`src/rtl/issue_ctrl.sv`:
```
// rtl/issue_ctrl.sv - decode-to-execute issue controller with RAW scoreboard
// Holds one decoded instruction until hazard-free; serialising ops drain and run alone.
module issue_ctrl #(
  parameter int NB_UNIT      = 6,
  parameter int MAX_INFLIGHT = 4
) (
  input  logic               clk,
  input  logic               reset_n,
  input  logic               dec_v_i,
  output logic               dec_ready_o,
  input  logic               dec_rd_v_i,
  input  logic [4:0]         dec_rd_adr_i,
  input  logic               dec_rs1_v_i,
  input  logic [4:0]         dec_rs1_adr_i,
  input  logic               dec_rs2_v_i,
  input  logic [4:0]         dec_rs2_adr_i,
  input  logic [NB_UNIT-1:0] dec_unit_i,
  input  logic               dec_serial_i,
  input  logic [NB_UNIT-1:0] unit_busy_i,
  output logic               issue_v_o,
  input  logic               issue_ready_i,
  input  logic               wbk_v_i,
  input  logic               wbk_rd_v_i,
  input  logic [4:0]         wbk_rd_adr_i,
  input  logic               flush_i,
  output logic [3:0]         inflight_o,
  output logic               err_o
);

  typedef enum logic [1:0] {RUN, DRAIN, SERIAL} state_e;

  state_e           state_q, state_d;
  logic [31:0][1:0] cnt_q, cnt_d;
  logic [3:0]       inflight_q, inflight_d;
  logic             err_q, err_d;
  logic             raw, waw_full, busy, cap, state_ok, can_issue, fire;
  logic             wbk_live, inf_dec, cnt_miss;

  always_comb begin
    raw      = (dec_rs1_v_i && dec_rs1_adr_i != 5'd0 && cnt_q[dec_rs1_adr_i] != 2'd0) ||
               (dec_rs2_v_i && dec_rs2_adr_i != 5'd0 && cnt_q[dec_rs2_adr_i] != 2'd0);
    waw_full = dec_rd_v_i && dec_rd_adr_i != 5'd0 && cnt_q[dec_rd_adr_i] == 2'd3;
    busy     = |(dec_unit_i & unit_busy_i);
    cap      = inflight_q == 4'(MAX_INFLIGHT);

    state_ok = 1'b0;
    state_d  = state_q;
    case (state_q)
      RUN: begin
        state_ok = !dec_serial_i;
        if (dec_v_i && dec_serial_i) state_d = DRAIN;
      end
      DRAIN:   state_ok = (inflight_q == 4'd0);
      SERIAL:  if (inflight_q == 4'd0) state_d = RUN;
      default: state_d = RUN;
    endcase

    // Reset gates the combinational issue so it drops the moment reset asserts.
    can_issue = reset_n && dec_v_i && !raw && !waw_full && !busy && !cap &&
                state_ok && !flush_i;
    fire      = can_issue && issue_ready_i;
    if (state_q == DRAIN && fire) state_d = SERIAL;
    if (flush_i) state_d = RUN;

    wbk_live = wbk_v_i && !flush_i;
    inf_dec  = wbk_live && inflight_q != 4'd0;
    cnt_miss = wbk_live && wbk_rd_v_i && wbk_rd_adr_i != 5'd0 &&
               cnt_q[wbk_rd_adr_i] == 2'd0;
    err_d    = err_q || (wbk_live && (inflight_q == 4'd0 || cnt_miss));

    inflight_d = flush_i ? 4'd0 : inflight_q + 4'(fire) - 4'(inf_dec);

    // Entry 0 stays zero so x0 never reads as pending.
    cnt_d = '0;
    if (!flush_i) begin
      for (int r = 1; r < 32; r++) begin
        cnt_d[r] = cnt_q[r]
                 + 2'(fire && dec_rd_v_i && dec_rd_adr_i == 5'(r))
                 - 2'(wbk_live && wbk_rd_v_i && wbk_rd_adr_i == 5'(r) && cnt_q[r] != 2'd0);
      end
    end
  end

  always_ff @(posedge clk or negedge reset_n) begin
    if (!reset_n) begin
      state_q    <= RUN;
      cnt_q      <= '0;
      inflight_q <= 4'd0;
      err_q      <= 1'b0;
    end else begin
      state_q    <= state_d;
      cnt_q      <= cnt_d;
      inflight_q <= inflight_d;
      err_q      <= err_d;
    end
  end

  assign issue_v_o   = can_issue;
  assign dec_ready_o = fire;
  assign inflight_o  = inflight_q;
  assign err_o       = err_q;

endmodule
```
`config.mk`:
```
export PLATFORM = sky130hd
export DESIGN_NAME = issue_ctrl
export DESIGN_NICKNAME = d
export VERILOG_FILES = /design/src/rtl/issue_ctrl.sv
export SDC_FILE = /design/constraint.sdc
export NUM_CORES = 1
export LEC_CHECK = 0
export BUFFER_PORTS_ARGS = -buffer_cell sky130_fd_sc_hd__buf_2
export CORE_ASPECT_RATIO = 0.6
export CORE_MARGIN = 1
export CORE_UTILIZATION = 61
export DETAILED_ROUTE_END_ITERATION = 8
export PLACE_DENSITY = 0.83
export SYNTH_ARGS = -nofsm -noshare
export SYNTH_HDL_FRONTEND = slang
export SYNTH_SLANG_ARGS = --single-unit
```
`constraint.sdc`:
```
create_clock -name clk -period 5.3 [get_ports clk]
set_clock_uncertainty 0.1 [all_clocks]
set_input_delay 0.53 -clock clk [delete_from_list [all_inputs] [get_ports clk]]
set_output_delay 0.53 -clock clk [all_outputs]
set_load 0.05 [all_outputs]
```
==> impl_metrics.py <==
metrics = {
    "critical_path": {
        "path_buf_inv": 2,
        "crit_type": "in -> reg",
        "crit_arrival_ps": 4190,
        "start_kind": "input pin",
        "required_ps": 5390,
        "cp_cell_sequence": "buf_2 > mux4_2 > a311o_1 > o2111ai_2 > nand4_4 > nor4_4 > nand2_1 > ha_1 > inv_1 > ha_1 > xor2_1 > xnor2_1 > nor2_1",
        "cp_slowest_stage_delay_ps": 600,
        "crit_path_max_fanout": 28,
        "path_delay_family": "simple AND/OR/NAND/NOR gates",
        "cp-end-kind": "flop",
        "worst_path_max_delay_cell": "nor4_4",
        "crit_top_cell": "ha_1",
    },
    "timing": {
        "final.setup.tns_ps": 0,
        "maxSlewHeadroom": 0.440,
        "finalHoldViolCount": 0,
        "tightest_slew_ps": 834,
        "rsz0062_at_grt": "no",
        "setup_ws_ps": 1200,
        "min_period_over_period": 0.774,
        "maxSlewViolCount": 0,
        "post-route-min-period_ps": 4100,
        "setup_viol": 0,
        "max_freq_mhz": 244,
    },
    "pwr": {
        "cellPowerDensity_nw_per_um2": 212,
        "ir_drop_mv": 0.213,
        "p_leak_nw": 3.21,
        "finalPower_mw": 1.36,
    },
    "detailed_routing": {
        "drt_iter0_drc": 623,
        "drt-vias-per-instance": 6.31,
        "wl_um": 15700,
        "wl_per_cell_um": 20.2,
        "ant_nets": 0,
        "drc": 0,
        "dr.pass1.iters": 8,
        "vias": 4912,
    },
    "synthesis": {
        "ys.flop_type": "dfrtp_1",
        "ys_async_sr_fraction": 1.00,
        "yosysMostFrequentCell": "nor2_1",
        "syn_inst": 606,
        "synth_edf_count": 0,
        "syn_nets": 718,
        "netlist_top_cells_area": "dfrtp_1 30%, ha_1 15%, mux4_2 11%",
        "ys_ff_latch": 69,
        "ys_warn_count": 0,
        "synthesis.area_um2": 5830,
        "synth_seq_area_share": 0.296,
        "synth.distinct_cells": 51,
        "yosys.area.top_type": "dfrtp_1",
        "synth_top_area_share": 0.296,
        "avgSynthCellArea_um2": 9.62,
        "synth_commonest_cells": "79 x nor2_1, 69 x dfrtp_1, 68 x ha_1, 53 x nand2_1, 38 x inv_1",
    },
    "final_layout": {
        "fillers": 691,
        "final_nets": 755,
        "seq_area_um2": 1730,
        "areaGrowthSynthToFinish_pct": 10.3,
        "n_antenna_cell": 0,
        "multi_input_area_um2": 3850,
        "drive_gt1_frac": 0.170,
    },
    "die": {
        "rows": 27,
        "die_y_um": 77.7,
        "start_util": 0.632,
        "dieArea_um2": 9970,
        "die_w_um": 128,
        "io_pins": 50,
        "core_um2": 9220,
    },
    "global_route": {
        "antenna_found_initial": 0,
        "grtUsageTotal": 0.339,
        "grt_overflow": 0,
        "grt_pass1_wl_um": 25200,
        "grt_max_degree": 70,
        "grt_pass1_vias": 4835,
    },
    "cts": {
        "ctsHoldBuffers": 0,
        "clkTransAtPathRegs_ps": 60,
        "cts-buffers-inserted": 9,
        "clock_latency_ps": 340,
        "htree_levels": 3,
        "cts.repair.resized": 0,
        "cts_setup_buffers": 0,
        "cts_tree": "built",
        "cts_num_sinks": 69,
        "clock_path_buffers": 2,
        "root_buffer": "clkbuf_16",
    },
    "placed_design": {
        "pre_cts_slack_ps": 947,
        "io_buffers": 49,
        "gp_congestion": 1.01,
        "dp_hpwl_um": 11800,
    },
    "status": {
        "outcome": "complete, no violations",
    },
    "min_path": {
        "hold_class": "in -> async",
    },
    "job": {
        "cap_violations": 0,
    },
}
## worst paths after layout
kind	start	to	slack (ps)	depth (start not counted)
min	reset_n	cnt_q[32]	260	2
max reg2reg	inflight_o[2]	cnt_q[5]	1550	14
max	dec_rd_adr_i[1]	cnt_q[5]	1200	13
min in group clk	state_q[1]	state_q[0]	450	2
max in group asynchronous	reset_n	cnt_q[13]	3960	3
min reg2reg	state_q[1]	state_q[0]	450	2
## cell usage in the layout (no fill, tap or decap), types with 3 or more instances in the layout
cell type,count
ha_1,68
o21ai_0,6
xnor2_1,33
dfrtp_1,69
inv_1,38
o2111ai_1,3
buf_4,3
xor2_1,31
nand2b_1,8
and3_1,3
a21o_1,3
clkbuf_16,9
clkinv_4,4
or3_1,3
a21oi_1,10
buf_2,49
nand2_1,53
nor3_1,35
nor4_1,7
nand3b_1,4
nor4_4,4
nor2b_1,36
mux2i_1,14
nand3_1,9
mux2_2,4
mux4_2,28
nor2_1,79
## logic make-up (layout without fill, tap and decap cells)
family,count (synthesis),in the layout,synth area share
AO/OA/AOI/OAI,41,41,0.0530
XOR/XNOR,64,64,0.0961
adder cells (fa/ha/maj),69,69,0.149
buffers and inverters,66,108,0.0444
flip-flops,69,69,0.296
multiplexers,46,46,0.140
AND/OR/NAND/NOR,251,251,0.221
## sequential cells by signal, indices dropped and copies added, names as in the netlist
register / flops
cnt_q: 62
inflight_o: 4
state_q: 2
err_o: 1
## per-stage QoR
| step | utilization | hold slack, ps | std cells | cell area [um^2] |
|---|---|---|---|---|
| final | 0.697 | 257 | 778 | 6430 |
| after floorplan | - | 134 | 606 | 5830 |
| after detailed placement | 0.667 | 430 | 762 | 6150 |
| after CTS | 0.697 | 253 | 778 | 6430 |
| after global routing | 0.697 | 289 | 778 | 6430 |
| after global placement | 0.667 | 382 | 762 | 6150 |
## power breakdown
group / internal (mW) / switching, mW
Clock: 0.320 / 0.257
Sequential: 0.536 / 0.00671
Combinational: 0.0814 / 0.162
## area by class of cell
cell class	instances	share of cell area
multi-input cells	471	0.598
flip-flops and latches	69	0.268
repair buffers	52	0.0416
clock buffers	10	0.0356
well taps	130	0.0253
inverters	40	0.0233
clock inverters	6	0.00778
## metal layers
metal / up-vias / GRT usage / wire, um / part of all wire
li1: 2183 / - / - / -
met1: 2338 / 0.477 / 6450 / 0.41
met2: 350 / 0.491 / 6670 / 0.42
met3: 41 / 0.122 / 2290 / 0.15
met4: 0 / 0.0929 / 311 / 0.020
met5: - / 0 / 0 / 0
(Power assumes the default switching activity.)
